## config.mk

```make
export PLATFORM = sky130hd
export DESIGN_NAME = lcd_host
export DESIGN_NICKNAME = d
export VERILOG_FILES = /design/src/rtl/lcd_pkg.sv /design/src/rtl/lcd_iram_monitor.sv /design/src/rtl/lcd_host.sv
export SDC_FILE = /design/constraint.sdc
export NUM_CORES = 1
export LEC_CHECK = 0
export BUFFER_PORTS_ARGS = -buffer_cell sky130_fd_sc_hd__clkbuf_2
export CAP_MARGIN = 0
export CORE_MARGIN = 2
export CORE_UTILIZATION = 40
export CTS_CLUSTER_DIAMETER = 60
export DETAILED_ROUTE_END_ITERATION = 10
export GPL_TIMING_DRIVEN = 0
export PLACE_DENSITY = 0.6
export SYNTH_ARGS = -nofsm -noshare
export SYNTH_HDL_FRONTEND = slang
export SYNTH_SLANG_ARGS = --single-unit
```

## constraint.sdc

```tcl
create_clock -name clk -period 5.2 [get_ports clk]
set_input_delay 1.04 -clock clk [delete_from_list [all_inputs] [get_ports clk]]
set_output_delay 1.04 -clock clk [all_outputs]
set_load 0.01 [all_outputs]
```

## src/rtl/lcd_pkg.sv

```systemverilog
// Shared encodings for the LCD host: controller commands, host FSM states,
// error codes and the image size the controller writes back.
package lcd_pkg;
   localparam int IMG_PIXELS = 64;

   typedef enum logic [3:0] {
      CMD_WRITE      = 4'd0,
      CMD_SHIFT_UP   = 4'd1,
      CMD_SHIFT_DOWN = 4'd2,
      CMD_SHIFT_LEFT = 4'd3,
      CMD_SHIFT_RIGHT= 4'd4,
      CMD_MAX        = 4'd5,
      CMD_MIN        = 4'd6,
      CMD_AVERAGE    = 4'd7,
      CMD_ROT_CCW    = 4'd8,
      CMD_ROT_CW     = 4'd9,
      CMD_MIRROR_X   = 4'd10,
      CMD_MIRROR_Y   = 4'd11
   } cmd_e;

   typedef enum logic [2:0] {
      S_IDLE, S_FETCH, S_WAIT, S_ISSUE, S_GAP, S_DRAIN, S_DONE, S_ERR
   } state_e;

   typedef enum logic [1:0] {
      ERR_NONE    = 2'd0,
      ERR_ORDER   = 2'd1,
      ERR_TIMEOUT = 2'd2,
      ERR_EARLY   = 2'd3
   } err_e;
endpackage

```

## src/rtl/lcd_iram_monitor.sv

```systemverilog
// Watches controller write-back during DRAIN: enforces in-order addresses,
// counts accepted writes and accumulates the written pixel values.
module lcd_iram_monitor
   import lcd_pkg::*;
(
   input  logic        clk,
   input  logic        reset,
   input  logic        i_clr,
   input  logic        i_en,
   input  logic        i_valid,
   input  logic [5:0]  i_addr,
   input  logic [7:0]  i_data,
   output logic [6:0]  o_wr_cnt,
   output logic [13:0] o_img_sum,
   output logic        o_accept,
   output logic        o_bad,
   output logic [6:0]  o_cnt_next
);
   logic [6:0]  r_wr_cnt;
   logic [13:0] r_img_sum;
   logic        w_hit;

   // A write past the last pixel can never match, so it is flagged out of order.
   assign w_hit      = i_valid && (r_wr_cnt < 7'(IMG_PIXELS)) && (i_addr == r_wr_cnt[5:0]);
   assign o_accept   = i_en && w_hit;
   assign o_bad      = i_en && i_valid && !w_hit;
   assign o_cnt_next = r_wr_cnt + {6'd0, o_accept};
   assign o_wr_cnt   = r_wr_cnt;
   assign o_img_sum  = r_img_sum;

   always_ff @(posedge clk) begin
      if (reset || i_clr) begin
         r_wr_cnt  <= '0;
         r_img_sum <= '0;
      end else if (o_accept) begin
         r_wr_cnt  <= r_wr_cnt + 7'd1;
         r_img_sum <= r_img_sum + {6'd0, i_data};
      end
   end
endmodule

```

## src/rtl/lcd_host.sv

```systemverilog
// Command sequencer for an LCD image controller: walks command memory, issues
// one command per handshake and supervises the write-back of the image.
module lcd_host
   import lcd_pkg::*;
#(
   parameter int CMD_AW  = 8,
   parameter int TIMEOUT = 1023
) (
   input  logic              clk,
   input  logic              reset,
   input  logic              start,
   output logic [CMD_AW-1:0] CMD_A,
   input  logic [3:0]        CMD_Q,
   output logic [3:0]        cmd,
   output logic              cmd_valid,
   input  logic              busy,
   input  logic              IRAM_valid,
   input  logic [5:0]        IRAM_A,
   input  logic [7:0]        IRAM_D,
   input  logic              done,
   output logic [6:0]        wr_cnt,
   output logic [13:0]       img_sum,
   output logic              finish,
   output logic [1:0]        err
);
   localparam int TW = $clog2(TIMEOUT + 1);

   state_e            r_state;
   logic [CMD_AW-1:0] r_cmd_a;
   logic [3:0]        r_cmd;
   logic              r_cmd_valid;
   logic              r_finish;
   err_e              r_err;
   logic [TW-1:0]     r_timer;

   logic       w_start_ok;
   logic       w_accept;
   logic       w_bad;
   logic [6:0] w_cnt_next;

   assign w_start_ok = start && (r_state == S_IDLE || r_state == S_DONE || r_state == S_ERR);

   lcd_iram_monitor u_mon (
      .clk        (clk),
      .reset      (reset),
      .i_clr      (w_start_ok),
      .i_en       (r_state == S_DRAIN),
      .i_valid    (IRAM_valid),
      .i_addr     (IRAM_A),
      .i_data     (IRAM_D),
      .o_wr_cnt   (wr_cnt),
      .o_img_sum  (img_sum),
      .o_accept   (w_accept),
      .o_bad      (w_bad),
      .o_cnt_next (w_cnt_next)
   );

   always_ff @(posedge clk) begin
      if (reset) begin
         r_state     <= S_IDLE;
         r_cmd_a     <= '0;
         r_cmd       <= '0;
         r_cmd_valid <= 1'b0;
         r_finish    <= 1'b0;
         r_err       <= ERR_NONE;
         r_timer     <= '0;
      end else begin
         r_cmd_valid <= 1'b0;
         case (r_state)
            S_IDLE, S_DONE, S_ERR: begin
               if (w_start_ok) begin
                  r_state  <= S_FETCH;
                  r_cmd_a  <= '0;
                  r_finish <= 1'b0;
                  r_err    <= ERR_NONE;
                  r_timer  <= '0;
               end
            end
            S_FETCH: begin
               r_cmd   <= CMD_Q;
               r_timer <= '0;
               r_state <= S_WAIT;
            end
            S_WAIT: begin
               if (!busy) begin
                  r_cmd_valid <= 1'b1;
                  r_state     <= S_ISSUE;
               end else if (r_timer == TW'(TIMEOUT - 1)) begin
                  r_err   <= ERR_TIMEOUT;
                  r_state <= S_ERR;
               end else begin
                  r_timer <= r_timer + 1'b1;
               end
            end
            S_ISSUE: r_state <= S_GAP;
            S_GAP: begin
               if (r_cmd == CMD_WRITE) begin
                  r_timer <= '0;
                  r_state <= S_DRAIN;
               end else begin
                  r_cmd_a <= r_cmd_a + 1'b1;
                  r_state <= S_FETCH;
               end
            end
            S_DRAIN: begin
               // The done check sees the count including a write landing in the same cycle.
               if (w_bad) begin
                  r_err   <= ERR_ORDER;
                  r_state <= S_ERR;
               end else if (done) begin
                  if (w_cnt_next == 7'(IMG_PIXELS)) begin
                     r_finish <= 1'b1;
                     r_state  <= S_DONE;
                  end else begin
                     r_err   <= ERR_EARLY;
                     r_state <= S_ERR;
                  end
               end else if (w_accept) begin
                  r_timer <= '0;
               end else if (r_timer == TW'(TIMEOUT - 1)) begin
                  r_err   <= ERR_TIMEOUT;
                  r_state <= S_ERR;
               end else begin
                  r_timer <= r_timer + 1'b1;
               end
            end
            default: r_state <= S_IDLE;
         endcase
      end
   end

   assign CMD_A     = r_cmd_a;
   assign cmd       = r_cmd;
   assign cmd_valid = r_cmd_valid;
   assign finish    = r_finish;
   assign err       = r_err;
endmodule

```

# ---- Word level (Yosys, flattened, before mapping)
# Cells that the tools add are included.
dict set report word_totals {
  register_bits 50
  inputBits 24
  output_inout_bits 37
  wordCells 93
}
dict set report classes {
  addsub 5
  n_lt_le_gt_ge 1
  eq_ne 20
  muxes 34
  n_bitwise 1
  n_reduce_logical 23
}
# op count
set op_table {}
lappend op_table {{two-way mux 10 bit} 7}
lappend op_table {{case mux 10 bit (5 select lines)} 1}
lappend op_table {{two-way mux 3 bit} 7}
lappend op_table {{case mux 3 bit (6 select lines)} 1}
lappend op_table {{two-way mux 8 bit} 2}
lappend op_table {{case mux 8 bit (2 select lines)} 1}
lappend op_table {{adder 14 x 8 -> 14 bit} 1}
lappend op_table {{two-way mux 2 bit} 7}
lappend op_table {{!= test 2 bit (second input constant)} 7}
lappend op_table {{equality test 3 bit (second input constant)} 4}
lappend op_table {{adder 10 x 1 -> 10 bit (second input constant)} 1}
lappend op_table {{equality test 10 bit (second input constant)} 1}
lappend op_table {{AND reduction 5 bit} 2}
lappend op_table {{adder 8 x 1 -> 8 bit (second input constant)} 1}
lappend op_table {{!= test 4 bit (second input constant)} 2}
lappend op_table {{adder 7 x 1 -> 7 bit} 1}
lappend op_table {{adder 7 x 1 -> 7 bit (second input constant)} 1}
lappend op_table {{equality test 7 bit (second input constant)} 1}
lappend op_table {{< comparator 7 bit (second input constant)} 1}
lappend op_table {{equality test 3 x 2 -> 1 bit (second input constant)} 2}
lappend op_table {{equality test 6 bit} 1}
lappend op_table {{logical AND 1 bit} 6}
lappend op_table {{two-way mux 1 bit} 6}
lappend op_table {{case mux 2 bit (3 select lines)} 1}
lappend op_table {{16 further kinds} 19}

# ---- Logic depth before layout (Yosys ltp)
dict set report depth {
  ltp_word 10
  ltp_mapped 13
  ltp_nobuf 11
}

# ---- By module
# Synthesis repeated with hierarchy kept, for this count alone.
dict set report hier_totals {
  cells_unflattened 365
  hier_area_um2 3012.9
}
# module instances cells_each area_per_inst_um2 seq_area_each_um2
set by_module_without_submodules {}
lappend by_module_without_submodules {lcd_host 1 198 1617.8 580.6}
lappend by_module_without_submodules {lcd_iram_monitor 1 167 1395.1 420.4}

# ---- Least setup slack after synthesis
# No wires, ideal clock.
dict set report synth_path {
  path_kind {in2reg}
  from {input IRAM_A[4]}
  to {register r_err[0], in the netlist err[0]}
  setup_time_ns 0.116
  t_arrival_ns 3.519
  t_required_ns 5.084
  setup_slack_ns 1.565
  stages 12
  path_buffers 1
  path_cell_list {xor2_1 or3_4 nor3_4 buf_2 ha_1 ha_1 nand2_1 a31oi_1 o2111ai_1 o21bai_1 and3_1 a31o_2}
}
dict set report synth_between {
  elab_chain_cells 7
  word_cells_on_any_way 12
  cone_classes {1 x add/sub; 4 x eq/ne; 2 x mux; 5 x reduce/logical}
}
# element line_no
set synth_lines {}
lappend synth_lines {{from (decl)} lcd_host.sv:18} ;# input logic [5:0] IRAM_A,
lappend synth_lines {{equality test 6 bit (*)} lcd_iram_monitor.sv:24} ;# assign w_hit = i_valid && (r_wr_cnt < 7'(IMG_PIXELS)) && (i_addr == r_wr_cnt[5:0]);
lappend synth_lines {{logical AND 1 bit (*)} lcd_iram_monitor.sv:24}
lappend synth_lines {{logical AND 1 bit (*)} lcd_iram_monitor.sv:25} ;# assign o_accept = i_en && w_hit;
lappend synth_lines {{net u_mon.o_accept} lcd_iram_monitor.sv:15} ;# output logic o_accept,
lappend synth_lines {{adder 7 x 1 -> 7 bit} lcd_iram_monitor.sv:27} ;# assign o_cnt_next = r_wr_cnt + {6'd0, o_accept};
lappend synth_lines {{equality test 7 bit} lcd_host.sv:111} ;# if (w_cnt_next == 7'(IMG_PIXELS)) begin
lappend synth_lines {{!= test 4 bit (no line)} -}
lappend synth_lines {{AND reduction 5 bit (no line) (*)} -}
lappend synth_lines {{to (signal assigned)} lcd_host.sv:108} ;# r_err <= ERR_ORDER;
lappend synth_lines {{to (signal assigned)} lcd_host.sv:115} ;# r_err <= ERR_EARLY;
lappend synth_lines {{to (signal assigned)} lcd_host.sv:121} ;# r_err <= ERR_TIMEOUT;
lappend synth_lines {{to (decl)} lcd_host.sv:33} ;# err_e r_err;
# Mark *: on every way through the listed nets, which the timed path passes. The rest lies on a longest branch.
# A chain may end at the register's enable or synchronous reset.

# ---- Final worst setup path
# Same ends and word-level chain as after synthesis.

==> results by group <==
CTS
  – CTS Buffer Depth: 2
  – Resize count post-CTS: 0
  – Clock latency on the worst-skew pair: approximately 0.30 ns
  – Clk sink count: 50
  – Root cell of the clock tree: clkbuf_8
  – CTS Buf Count: 5
  – CTS Hold Bufs: 0
  – Post-CTS Setup Inserts: 0
  – TritonCTS clock tree: done
  – CTS HTree Levels: 2
  – CTS clk-pin slew, worst paths: 0.10 ns

Floorplanning
  – Core area: between 7000 and 8000 µm²
  – Die footprint: 8100 µm²
  – Die W: roughly 90 µm
  – Starting density of the core: between 40 and 50%
  – I/O pins: 61
  – Die height: roughly 90 µm
  – Row Count: 31

Layout
  – Area grow syn2layout: 18.2%
  – Layout cells sized above 1: a little under a fifth
  – Fin nets: 465
  – Antenna Cells: 0
  – Utilization after layout: 48.4%

Drt
  – DRC: 0
  – Wire per inst: about 13 µm
  – 1st-pass router iterations: 4
  – Post-DRT Antenna Nets: 0
  – Via count: about 2,700
  – DR iter-0 viols: between 200 and 250
  – Vias per cell: 5.21
  – Total Wirelength: between 7 and 8 mm

Timing
  – Final Setup Violations: 0
  – Achievable Freq: 260 MHz
  – Setup WS post-layout: 1.35 ns
  – Worst Tran Pin Value: between 0.5 and 0.6 ns
  – Crit share post-route: 74.0%
  – Final Hold Viols: 0
  – RSZ-0062 raised after global routing: false
  – Tmin final: between 3 and 4 ns
  – Setup Skew: 0.00603 ns
  – Final Slew Violations: 0
  – Max-slew headroom: between 60 and 70%
  – Final setup TNS: 0 ns

Worst setup path
  – CP top delay family: simple AND/OR/NAND/NOR gates
  – Setup Crit Path Kind: in -> reg
  – Worst Path Required: between 5 and 6 ns
  – Crit. End Element: flop
  – Worst setup SP type: input port
  – CP dominant cell by count: ha_1
  – Critical path's largest stage delay: about 0.42 ns
  – RR Startpoint: u_mon.o_wr_cnt[4]
  – Levels on crit path: 13
  – Crit-path max FO: 10
  – Worst path slowest cell: or3_4
  – WP data arrival: approximately 4 ns
  – Register-to-Register Path Depth: 13
  – Crit path cell chain: clkbuf_2 -> xor2_1 -> or3_4 -> nor3_4 -> buf_2 -> ha_1 -> ha_1 -> nand2_1 -> a31oi_1 -> o2111ai_1 -> o21bai_1 -> and3_1 -> a31o_2
  – Critical path buffers and inverters: 2
  – Beginning of the critical path: IRAM_A[4]
  – Setup crit end: err[0]
  – Reg2reg setup slack: ~1.7 ns
  – Reg2reg end: err[0]

Place
  – DP Wirelength: about 5.4 mm
  – Number of buffers added on ports: 60
  – Post-Place Setup Slack: 1.03 ns
  – Routability Congestion: 0.902

Global routing
  – Largest net degree at the start of global routing: 17
  – Gr ovfl total: 0
  – GR Util All Layers: about 18%
  – Vias in the first global route: ~2,600
  – Initial antenna violation count: 0
  – First-pass GRT wire length: about 12 mm

Synth
  – Yosys Warn Count: 0
  – Post-synthesis cell count: approximately 360
  – Post-Syn Area: between 2000 and 3000 µm²
  – Yosys reg bits: 50
  – Leading area contributor after synthesis: dfxtp_1
  – Top_reg_cell synth: dfxtp_1
  – Number of synthesized flops with an enable pin: 0
  – Ys async rst share: 0%
  – Synth top area cells: dfxtp_1, nor2_1, ha_1, xnor2_1, nand2_1
  – Post-synthesis sequential area ratio: between 30% and 40%
  – Syn nets: around 400
  – Distinct cells, synth: 56
  – Synthesized area per cell: around 8 µm²
  – Synth top area share: around a third

Power
  – Peak VDD IR: roughly 0.00014 V
  – PwrDens: approximately 230 nW/µm²
  – Leakage: around 1.4 nW

Run status
  – Outcome: completed

Flow run
  – Max-capacitance violation count: 0

Hold path
  – Hold Path Class: reg -> reg
worst min path at each step:
stage | from | end | cells after the start
finish | finish | finish | 2
global placement | finish | finish | 2
global route | finish | finish | 2
floorplan | finish | finish | 2
detailed placement | finish | finish | 2
CTS | finish | finish | 2
power by group:
group | switching (mW) | internal, mW
combinational | 0.0760 | 0.0441
clock | 0.138 | 0.144
sequential | 0.00631 | 0.389
tightest hold or removal path, stage by stage, from the launching register on:
cell and delay, ns:
dfxtp_1 0.34, inv_1 0.05, a21oi_1 0.05
final cells by class:
type / count / area [µm²]
fill: 750 / 3720
multi-input combinational: 284 / 1850
sequential: 50 / 1000
timing repair buffer: 60 / 300
tap: 99 / 124
clock buffer: 5 / 68.8
buffer: 13 / 57.6
inverter: 12 / 45.0
clock inverter: 3 / 43.8
flip-flops by register name, summed over array words and instances, names as in the netlist:
signal	flops
cmd_valid	1
u_mon.o_wr_cnt	7
r_state	3
u_mon.o_img_sum	14
err	2
CMD_A	8
finish	1
r_timer	10
cmd	4
layer usage:
layer  up-vias  track usage (%)  share of wire (%)
met5         -                0                  0
met4         0             3.46               0.56
met3         4             2.93                2.9
met2        45             29.0                 46
met1      1264             24.6                 50
li1       1430                -                  -
through the flow:
step	total power, mW	hold WS [ns]	cell area [µm²]	instances
after floorplan	0.486	0.470	2960	359
after global placement	0.522	0.460	3380	518
after detailed placement	0.523	0.464	3380	518
after CTS	0.804	0.479	3490	526
after global routing	0.833	0.521	3490	526
final	0.798	0.475	3490	526
Yosys cell counts, drive strengths merged (6+ instances only):
cell type,n
nor3,9
nor2,49
xnor2,20
mux2i,7
a21oi,22
dfxtp,50
clkbuf,10
nand3,7
o21ai,19
xor2,13
ha,14
nand2,34
inv,12
nand4,6
logic make-up after synthesis:
family                     Yosys count  share of synthesized area [%]
and+or+nand+nor                    150                           26.4
AOI/OAI and AO/OA                   79                           17.5
DFF                                 50                           33.9
adders and majority gates           15                           6.60
buffers and inverters               25                           3.47
xor gates and xnor gates            33                           9.78
muxes                                7                           2.37
cell usage in the layout (no fill, tap or decap), types with 2 or more instances in the layout:
cell,synthesis,routed
a31oi_1,5,5
nor4_1,5,5
nor2_1,49,49
nand2_1,34,34
ha_1,14,14
dfxtp_1,50,50
nand4b_1,2,2
clkbuf_1,10,10
nand4_1,6,6
xnor2_1,20,20
nor3b_1,3,3
mux2i_1,7,7
o21ai_0,19,19
and3_1,3,3
nand3b_1,2,2
inv_1,12,12
nor2b_1,4,4
nand3_1,7,7
clkbuf_8,0,5
nor3_1,8,8
and2_1,3,3
clkbuf_2,0,60
a21o_1,2,2
or4_1,2,2
or3_1,4,4
o2111ai_1,5,5
or2_2,2,2
a41oi_1,3,3
a31o_2,3,3
nor4b_1,3,3
a21oi_1,22,22
nand2b_1,4,4
o31ai_1,2,2
and4_1,5,5
xor2_1,13,13
a211oi_1,4,4
Power figures use the tool's default switching activity.
